**config.mk**
```make
export PLATFORM = sky130hd
export DESIGN_NAME = pipelined_shifter
export DESIGN_NICKNAME = d
export VERILOG_FILES = /design/src/rtl/alu_pkg.sv /design/src/rtl/pipelined_shifter_shift_stage.sv /design/src/rtl/pipelined_shifter.sv
export SDC_FILE = /design/constraint.sdc
export NUM_CORES = 1
export LEC_CHECK = 0
export CAP_MARGIN = 15
export CELL_PAD_IN_SITES_DETAIL_PLACEMENT = 0
export CELL_PAD_IN_SITES_GLOBAL_PLACEMENT = 1
export CORE_MARGIN = 1.5
export CORE_UTILIZATION = 43
export CTS_CLUSTER_SIZE = 10
export DETAILED_ROUTE_END_ITERATION = 16
export PLACE_DENSITY_LB_ADDON = 0.15
export SKIP_CTS_REPAIR_TIMING = 1
export SLEW_MARGIN = 20
export SYNTH_ARGS = -nofsm -noshare
export SYNTH_HDL_FRONTEND = slang
export SYNTH_SLANG_ARGS = --single-unit
```
**constraint.sdc**
```tcl
create_clock -name clk -period 4.5 [get_ports clk]
set_input_delay 0.9 -clock clk [delete_from_list [all_inputs] [get_ports clk]]
set_output_delay 0.9 -clock clk [all_outputs]
set_load 0.005 [all_outputs]
```
**src/rtl/alu_pkg.sv**
```systemverilog
// Shared ALU shifter definitions.
//   shift_op_e      : 2-bit shift operation code (SLL, SRL, SRA, ROL)
//   shift_payload_t : per-stage payload at the ALU datapath width
//   num_stages()    : pipeline depth for a given level count and levels/stage
package alu_pkg;

    localparam int ALU_WIDTH = 32;
    localparam int ALU_SHW   = $clog2(ALU_WIDTH);

    typedef enum logic [1:0] {
        SH_SLL = 2'b00,
        SH_SRL = 2'b01,
        SH_SRA = 2'b10,
        SH_ROL = 2'b11
    } shift_op_e;

    // What travels between stages: partially shifted data, the op, the
    // operand's original sign bit (SRA fill), the amount bits not yet
    // consumed, and the sticky SLL overflow accumulator.
    typedef struct packed {
        logic [ALU_WIDTH-1:0] data;
        shift_op_e            op;
        logic                 sign;
        logic [ALU_SHW-1:0]   amt_rem;
        logic                 of_acc;
    } shift_payload_t;

    function automatic int num_stages(input int shw, input int lvl_per_st);
        return (shw + lvl_per_st - 1) / lvl_per_st;
    endfunction

endpackage

```
**src/rtl/pipelined_shifter_shift_stage.sv**
```systemverilog
// One registered stage of the log-depth shifter.
// Applies LVL_N shift levels (levels LVL_LO .. LVL_LO+LVL_N-1, level i
// shifting by 2^i when amt bit i is set), then registers the payload.
// Ports:
//   clk, rst (async, active-high), flush (sync, kills the held beat)
//   in_valid/in_ready   : upstream handshake
//   in_data, in_op, in_sign, in_amt, in_of : incoming payload
//   out_valid/out_ready : downstream handshake
//   out_data, out_op, out_sign, out_amt, out_of : registered payload
//   out_zero            : registered out_data == 0 (only driven when IS_LAST)
// Handshake: a beat moves when valid && ready at the same rising edge.
// The stage accepts when it is empty or its held beat is leaving, so
// bubbles collapse and in_ready never depends on in_valid.
module shift_stage
    import alu_pkg::*;
#(
    parameter int WIDTH   = 32,
    parameter int SHW     = 5,
    parameter int LVL_LO  = 0,
    parameter int LVL_N   = 2,
    parameter bit IS_LAST = 1'b0
) (
    input  logic             clk,
    input  logic             rst,
    input  logic             flush,
    input  logic             in_valid,
    output logic             in_ready,
    input  logic [WIDTH-1:0] in_data,
    input  logic [1:0]       in_op,
    input  logic             in_sign,
    input  logic [SHW-1:0]   in_amt,
    input  logic             in_of,
    output logic             out_valid,
    input  logic             out_ready,
    output logic [WIDTH-1:0] out_data,
    output logic [1:0]       out_op,
    output logic             out_sign,
    output logic [SHW-1:0]   out_amt,
    output logic             out_of,
    output logic             out_zero
);

    localparam logic [WIDTH-1:0] ONES = '1;

    shift_op_e        op;
    logic [WIDTH-1:0] data;
    logic [WIDTH-1:0] top_mask;
    logic [SHW-1:0]   lvl_mask;
    logic [SHW-1:0]   amt;
    logic             of;

    logic             valid_d, valid_q;
    logic [WIDTH-1:0] data_d, data_q;
    logic [1:0]       op_d, op_q;
    logic             sign_d, sign_q;
    logic [SHW-1:0]   amt_d, amt_q;
    logic             of_d, of_q;
    logic             zero_d, zero_q;

    assign op = shift_op_e'(in_op);

    // Combinational shift levels for this stage.
    always_comb begin
        data     = in_data;
        of       = in_of;
        amt      = in_amt;
        top_mask = '0;
        lvl_mask = '0;
        for (int j = 0; j < LVL_N; j++) begin
            lvl_mask = SHW'(1) << (LVL_LO + j);
            if ((in_amt & lvl_mask) != '0) begin
                // Top s+1 bits of the current data: they must all match for
                // the left shift by s to keep the signed value. Consecutive
                // levels overlap on one bit, so the checks chain into the
                // exact "a[W-1 : W-1-amt] all equal" test.
                top_mask = ~(ONES >> ((1 << (LVL_LO + j)) + 1));
                case (op)
                    SH_SLL: begin
                        if (((data & top_mask) != '0) && ((data & top_mask) != top_mask))
                            of = 1'b1;
                        data = data << (1 << (LVL_LO + j));
                    end
                    SH_SRL: data = data >> (1 << (LVL_LO + j));
                    SH_SRA: data = (data >> (1 << (LVL_LO + j)))
                                 | (in_sign ? ~(ONES >> (1 << (LVL_LO + j))) : '0);
                    default: data = (data << (1 << (LVL_LO + j)))
                                  | (data >> (WIDTH - (1 << (LVL_LO + j))));
                endcase
                amt = amt & ~lvl_mask;
            end
        end
    end

    assign in_ready = !valid_q || out_ready;

    always_comb begin
        valid_d = valid_q;
        data_d  = data_q;
        op_d    = op_q;
        sign_d  = sign_q;
        amt_d   = amt_q;
        of_d    = of_q;
        zero_d  = zero_q;
        if (flush) begin
            valid_d = 1'b0;
        end else if (in_ready) begin
            valid_d = in_valid;
            if (in_valid) begin
                data_d = data;
                op_d   = in_op;
                sign_d = in_sign;
                amt_d  = amt;
                of_d   = of;
                zero_d = IS_LAST ? (data == '0) : 1'b0;
            end
        end
    end

    always_ff @(posedge clk or posedge rst) begin
        if (rst) begin
            valid_q <= 1'b0;
            data_q  <= '0;
            op_q    <= '0;
            sign_q  <= 1'b0;
            amt_q   <= '0;
            of_q    <= 1'b0;
            zero_q  <= 1'b0;
        end else begin
            valid_q <= valid_d;
            data_q  <= data_d;
            op_q    <= op_d;
            sign_q  <= sign_d;
            amt_q   <= amt_d;
            of_q    <= of_d;
            zero_q  <= zero_d;
        end
    end

    assign out_valid = valid_q;
    assign out_data  = data_q;
    assign out_op    = op_q;
    assign out_sign  = sign_q;
    assign out_amt   = amt_q;
    assign out_of    = of_q;
    assign out_zero  = zero_q;

endmodule

```
**src/rtl/pipelined_shifter.sv**
```systemverilog
// Pipelined shifter for the 32-bit signed ALU datapath: SLL, SRL, SRA, ROL,
// with an exact signed-overflow flag on SLL. Log-depth shifter split into
// NST = ceil(log2(WIDTH)/LVL_PER_ST) registered stages; latency NST cycles.
// Ports:
//   clk, rst (async, active-high), flush (sync, drops every in-flight op
//   and any beat offered in the same cycle)
//   in_valid/in_ready, in_a, in_amt, in_op : operand beat
//   out_valid/out_ready, out_y, out_of, out_zero : result beat
// Handshake: a beat transfers on a rising edge where valid && ready. Results
// stay stable while out_valid && !out_ready. in_ready depends on out_ready
// through the stage chain, never on in_valid.
module pipelined_shifter
    import alu_pkg::*;
#(
    parameter int WIDTH      = 32,
    parameter int LVL_PER_ST = 2
) (
    input  logic                     clk,
    input  logic                     rst,
    input  logic                     flush,
    input  logic                     in_valid,
    output logic                     in_ready,
    input  logic [WIDTH-1:0]         in_a,
    input  logic [$clog2(WIDTH)-1:0] in_amt,
    input  logic [1:0]               in_op,
    output logic                     out_valid,
    input  logic                     out_ready,
    output logic [WIDTH-1:0]         out_y,
    output logic                     out_of,
    output logic                     out_zero
);

    localparam int SHW = $clog2(WIDTH);
    localparam int NST = num_stages(SHW, LVL_PER_ST);

    // Index k is the input of stage k; index NST is the pipeline output.
    logic             v_w    [NST+1];
    logic             r_w    [NST+1];
    logic [WIDTH-1:0] data_w [NST+1];
    logic [1:0]       op_w   [NST+1];
    logic             sign_w [NST+1];
    logic [SHW-1:0]   amt_w  [NST+1];
    logic             of_w   [NST+1];
    logic             zero_w [NST];

    assign v_w[0]    = in_valid;
    assign in_ready  = r_w[0];
    assign data_w[0] = in_a;
    assign op_w[0]   = in_op;
    assign sign_w[0] = in_a[WIDTH-1];
    assign amt_w[0]  = in_amt;
    assign of_w[0]   = 1'b0;

    assign r_w[NST]  = out_ready;
    assign out_valid = v_w[NST];
    assign out_y     = data_w[NST];
    assign out_of    = of_w[NST];   // only SLL ever sets the accumulator
    assign out_zero  = zero_w[NST-1];

    for (genvar k = 0; k < NST; k++) begin : g_stage
        localparam int LO = k * LVL_PER_ST;
        localparam int N  = (SHW - LO < LVL_PER_ST) ? (SHW - LO) : LVL_PER_ST;

        shift_stage #(
            .WIDTH   (WIDTH),
            .SHW     (SHW),
            .LVL_LO  (LO),
            .LVL_N   (N),
            .IS_LAST (k == NST - 1)
        ) u_stage (
            .clk       (clk),
            .rst       (rst),
            .flush     (flush),
            .in_valid  (v_w[k]),
            .in_ready  (r_w[k]),
            .in_data   (data_w[k]),
            .in_op     (op_w[k]),
            .in_sign   (sign_w[k]),
            .in_amt    (amt_w[k]),
            .in_of     (of_w[k]),
            .out_valid (v_w[k+1]),
            .out_ready (r_w[k+1]),
            .out_data  (data_w[k+1]),
            .out_op    (op_w[k+1]),
            .out_sign  (sign_w[k+1]),
            .out_amt   (amt_w[k+1]),
            .out_of    (of_w[k+1]),
            .out_zero  (zero_w[k])
        );
    end

endmodule

```
# After elaboration in Yosys (flattened, before gate mapping)

Index checks and enable logic that the tools add are counted.

Flip-flop bits (word level): 119
Bits in latches: 0
RAM bits: 0
Bits in read-only memories: 0
Input port bits: 44
Output and inout port bits: 36
Memories: 0

$add $sub $neg: 0
Multiply operators: 0
Div/mod/pow operators: 0
$lt $le $gt $ge: 0
Equal/unequal tests: 11
Shift operators: 0
Mux-type cells: 40
Bitwise logic cells: 11
Reductions and logical operators: 26

Operators with widths:

| cell                   | count |
|---|---|
| $pmux W32 S3           | 5 |
| $mux W32               | 10 |
| $reduce_bool A32 Y1    | 5 |
| $logic_not A32 Y1      | 1 |
| $or A16 B32 Y32        | 1 |
| $or A24 B32 Y32        | 1 |
| $or A28 B32 Y32        | 1 |
| $or A30 B32 Y32        | 1 |
| $or A31 B32 Y32        | 1 |
| $or A32 B1 Y32         | 1 |
| $or A32 B16 Y32        | 1 |
| $or A32 B2 Y32         | 1 |
| $or A32 B4 Y32         | 1 |
| $or A32 B8 Y32         | 1 |
| $mux W1                | 22 |
| $ne A17 B17 Y1 const B | 1 |
| $ne A9 B9 Y1 const B   | 1 |
| $reduce_and A3 Y1      | 3 |
| $eq A2 B1 Y1 const B   | 3 |
| $eq A2 B2 Y1 const B   | 3 |
| $logic_not A2 Y1       | 3 |
| $reduce_bool A2 Y1     | 3 |
| $logic_and A1 B1 Y1    | 5 |
| $ne A5 B5 Y1 const B   | 1 |
| other kinds (8)        | 12 |

# Depth between registers and ports, before layout

Depth after elaboration: 9
Mapped depth: 9
Depth with buffers taken out: 6

# Modules after synthesis

A second synthesis with hierarchy kept.

Cell total of the unflattened synthesis: 1121
Area, all modules: 8699.6 µm²

Modules (own cells, without submodules):

| module                            | instances | cells an instance | area an instance (µm²) |
|---|---|---|---|
| shift_stage at g_stage[1].u_stage | 1         | 420               | 3154.3 |
| shift_stage at g_stage[0].u_stage | 1         | 412               | 3119.2 |
| shift_stage at g_stage[2].u_stage | 1         | 288               | 2422.3 |
| pipelined_shifter                 | 1         | 1                 | 3.8 |

# Worst setup path before layout

Ideal clock, no wire load.

Path kind: input-to-reg
Start: input port in_op[1]
End: register g_stage[0].u_stage.data_q[28]
Arrival: 2356 ps
Slack: 2008 ps
Cell stages on the path: 9
Buffers on the path: 3
Cell sequence: buf_2 > xnor2_1 > buf_4 > buf_4 > mux2i_1 > a21oi_1 > mux2_2 > mux2i_1 > o21ai_0

Word-level cells in the longest chain between the ends: 6
Elaborated cells between the ends (all ways): 9
Classes of those cells: eq/ne (2); mux (4); bitwise (2); reduce/logical (1)

Ends and longest elaborated chain:

| what                                              | RTL line                                                                 | source |
|---|---|---|
| from (decl)                                       | pipelined_shifter.sv:25                                                  | `input logic [1:0] in_op,` |
| $eq A2 B2 Y1 (tied with other cells)              | pipelined_shifter_shift_stage.sv:77                                      | `case (op)` |
| $pmux W32 S3                                      | pipelined_shifter_shift_stage.sv:77                                      |  |
| $mux W32                                          | pipelined_shifter_shift_stage.sv:71                                      | `if ((in_amt & lvl_mask) != '0) begin` |
| $or A32 B2 Y32 or $or A30 B32 Y32 (tied branches) | pipelined_shifter_shift_stage.sv:87, pipelined_shifter_shift_stage.sv:85 |  |
| $pmux W32 S3                                      | pipelined_shifter_shift_stage.sv:77                                      |  |
| $mux W32 *                                        | pipelined_shifter_shift_stage.sv:71                                      |  |
| to (signal assigned)                              | pipelined_shifter_shift_stage.sv:130                                     | `data_q <= data_d;` |
| to (decl)                                         | pipelined_shifter_shift_stage.sv:53                                      | `logic [WIDTH-1:0] data_d, data_q;` |

Every way passes the cells marked *; elsewhere a longest branch is shown, timed or not.
A chain may end at the register's enable or synchronous reset.

# Worst setup path after layout

Start: input port in_op[0]
End: register g_stage[0].u_stage.data_q[23]

Same word-level chain as after synthesis.

==> reports/metrics.cfg <==
[timing]
slew_headroom = 0.326
slew_violations = 0
rsz0062_at_grt = no
fin_setup_tns_ps = 0
clock.fmax_ghz = 0.297
setup_viol = 0
finalHoldViolations = 0
worstMarginPinSlew_ps = 1010
fin_crit_ps = 3370
finClkSkew_ps = 8.09
fin_hold_ws_ps = 470
post-route-period-util = 0.749

[status]
status = finished with violations
violations = DRC

[setup_path]
r2r_setup_slack_ps = 1450
cp.arrival_ps = 3660
path_class = in -> reg
crit_buf_inv = 3
cp_slowest_cell = xnor2_2
crit_family = buffers and inverters
crit_path_end_kind = flop
setup.worst_path.start_class = primary input
max_stage_delay_ps = 760
crit_chain = clkdlybuf4s50_1 -> xnor2_2 -> buf_4 -> buf_4 -> nor2b_1 -> a211oi_1 -> o21ai_0
path_max_fanout = 32
cp.required_ps = 4790
path_common_cell = buf_4

[logic_synthesis]
post_synth_num_cell_types = 55
ys.warnings.count = 0
synth_nets = 1071
synth-edff-count = 0
yosysSeqAreaShare = 0.354
syn_inst = 1027
synth_ff_type = dfrtp_1
netlist.area_leader.share = 0.354
syn-cell-area_um2 = 7990
synth_area_leaders = dfrtp_1 (35%), nand2_1 (7.2%), mux2i_1 (6.6%)
async_flop_share = 1.00
synth_area_leader_cell = dfrtp_1
syn_avg_cell_area_um2 = 7.78
synth-seq-cells = 113
synth.most_common_cell = nand2_1
yosys-top-cells-count = nand2_1 (153), nor2_1 (133), dfrtp_1 (113), o21ai_0 (86), a21oi_1 (72)

[final_layout]
drive_gt1_frac = 0.0805
n_antenna_cell = 0
final_core_util = 0.510
syn2layout_area_growth_pct = 15.5
nets = 1074
stdcell_count = 1272

[routing]
antenna_left = 0
routedWlPerCell_um = 18.6
vias = 7342
remaining_drc_errors = 5
drt-vias-per-instance = 5.77
first_iter_violations = 549
wl_um = 23600
dr.pass1.iters = 11

[pwr]
vdd_ir_drop_max_uv = 232
pwr-share-comb = 0.332
leakagePower_nw = 3.87
total_power_mw = 4.32
powerDensity_nw_per_um2 = 468
p_clk_frac = 0.298
swShare = 0.368
p_int_mw = 2.73
seq_power_share = 0.370
power_switching_mw = 1.59

[die]
rows = 49
io_pins = 80
start_util = 0.442
core_um2 = 18100
dieArea_um2 = 19400
die_w_um = 139
fp.dieH_um = 139

[grt]
grt-ovfl-total = 0
grt_pass1_vias = 6775
use_met1 = 0.327
met2_usage = 0.419
use_met3 = 0.0323
grtUsageTotal = 0.250
grt_max_degree = 67
grt_first_pass_wirelength_um = 38300
antenna_found_initial = 0
top_usage_layer = met2

[clock_network]
cts_tree = built
cts_buffers = 17
cts_sinks = 113
root_buffer = clkbuf_16
ctsHtreeMaxLevel = 4
worst_setup_hold_path_clk_slew_ps = 60
clk_latency_ps = 420
cts_buffer_depth = 2

[placed_design]
dp_hpwl_um = 17100
place_congestion = 0.871
dp.cells = 1240
portBuffers = 79

[min_path]
hp-class = reg -> reg

[job]
cap_violations = 0

## per-layer routing
layer,part of all wire,wire [µm],vias to the layer above
li1,-,-,3650
met1,0.45,10700,3449
met2,0.49,11500,204
met3,0.034,812,39
met4,0.028,654,0
met5,0,0,-
## power by group through the flow
stage | Combinational [mW] | Clock, mW | Sequential (mW)
final | 1.43 | 1.29 | 1.60
after global routing | 1.59 | 1.35 | 1.64
after CTS | 1.43 | 1.30 | 1.60
after detailed placement | 1.43 | 0 | 1.61
after global placement | 1.42 | 0 | 1.60
after floorplan | 1.11 | 0 | 1.45
## state kept, by name (all words and copies together), names as in the netlist
name and cells:
g_stage.u_stage.out_valid 3, g_stage.u_stage.out_sign 2, g_stage.u_stage.out_amt 4, g_stage.u_stage.out_of 3, g_stage.u_stage.out_zero 1, g_stage.u_stage.out_op 4
g_stage.u_stage.out_data 96
## cell type report
type | count | area (µm²)
clock inverters | 10 | 85.1
fillers | 1776 | 8860
repair buffers | 104 | 986
clock buffers | 22 | 474
inverters | 11 | 43.8
multi-input cells | 783 | 4520
well taps | 229 | 287
flip-flops and latches | 113 | 2830
## placed cells by master (no fill, tap or decap), drive strengths merged, types with 17 or more instances in the layout
| master | count |
|---|---|
| nand2 | 153 |
| nor2 | 133 |
| dfrtp | 113 |
| o21ai | 87 |
| clkdlybuf4s50 | 78 |
| a21oi | 72 |
| mux2i | 53 |
| a211oi | 42 |
| a31oi | 35 |
| buf | 26 |
| nor2b | 25 |
| clkbuf | 22 |
| nand3 | 20 |
| a221oi | 18 |
| a21o | 17 |
## stage by stage
step	cell area, µm²	setup WS, ps
2_1_floorplan	7990	613
3_3_place_gp	8660	702
3_5_place_dp	8660	685
4_1_cts	9220	1130
5_1_grt	9220	865
6_report	9220	1130
## cell families after synthesis
family / share of synthesized area
compound gates: 0.250
xor+xnor: 0.00642
buf+inv: 0.0835
flops: 0.354
mux: 0.0894
simple gates: 0.216
## worst register-to-register path, delay by kind of cell, from the launching register on
family | cells | cell delay, ps
mux | 1 | 340
simple gates | 2 | 730
compound gates | 2 | 300
flops | 1 | 530
buf+inv | 1 | 330
xor+xnor | 1 | 690
## path summary, 6_finish.rpt
kind                                                  from                         endpoint  cells after the start
hold reg to reg            g_stage[2].u_stage.out_data[28]  g_stage[2].u_stage.out_data[28]                      2
hold / removal             g_stage[2].u_stage.out_data[28]  g_stage[2].u_stage.out_data[28]                      2
setup / recovery                                  in_op[0]  g_stage[0].u_stage.out_data[23]                      7
min in group asynchronous                              rst  g_stage[2].u_stage.out_data[12]                      2
setup reg to reg              g_stage[0].u_stage.out_op[1]        g_stage[1].u_stage.out_of                      7
max in group asynchronous                              rst  g_stage[0].u_stage.out_data[19]                      3
Power figures use the tool's default switching activity.
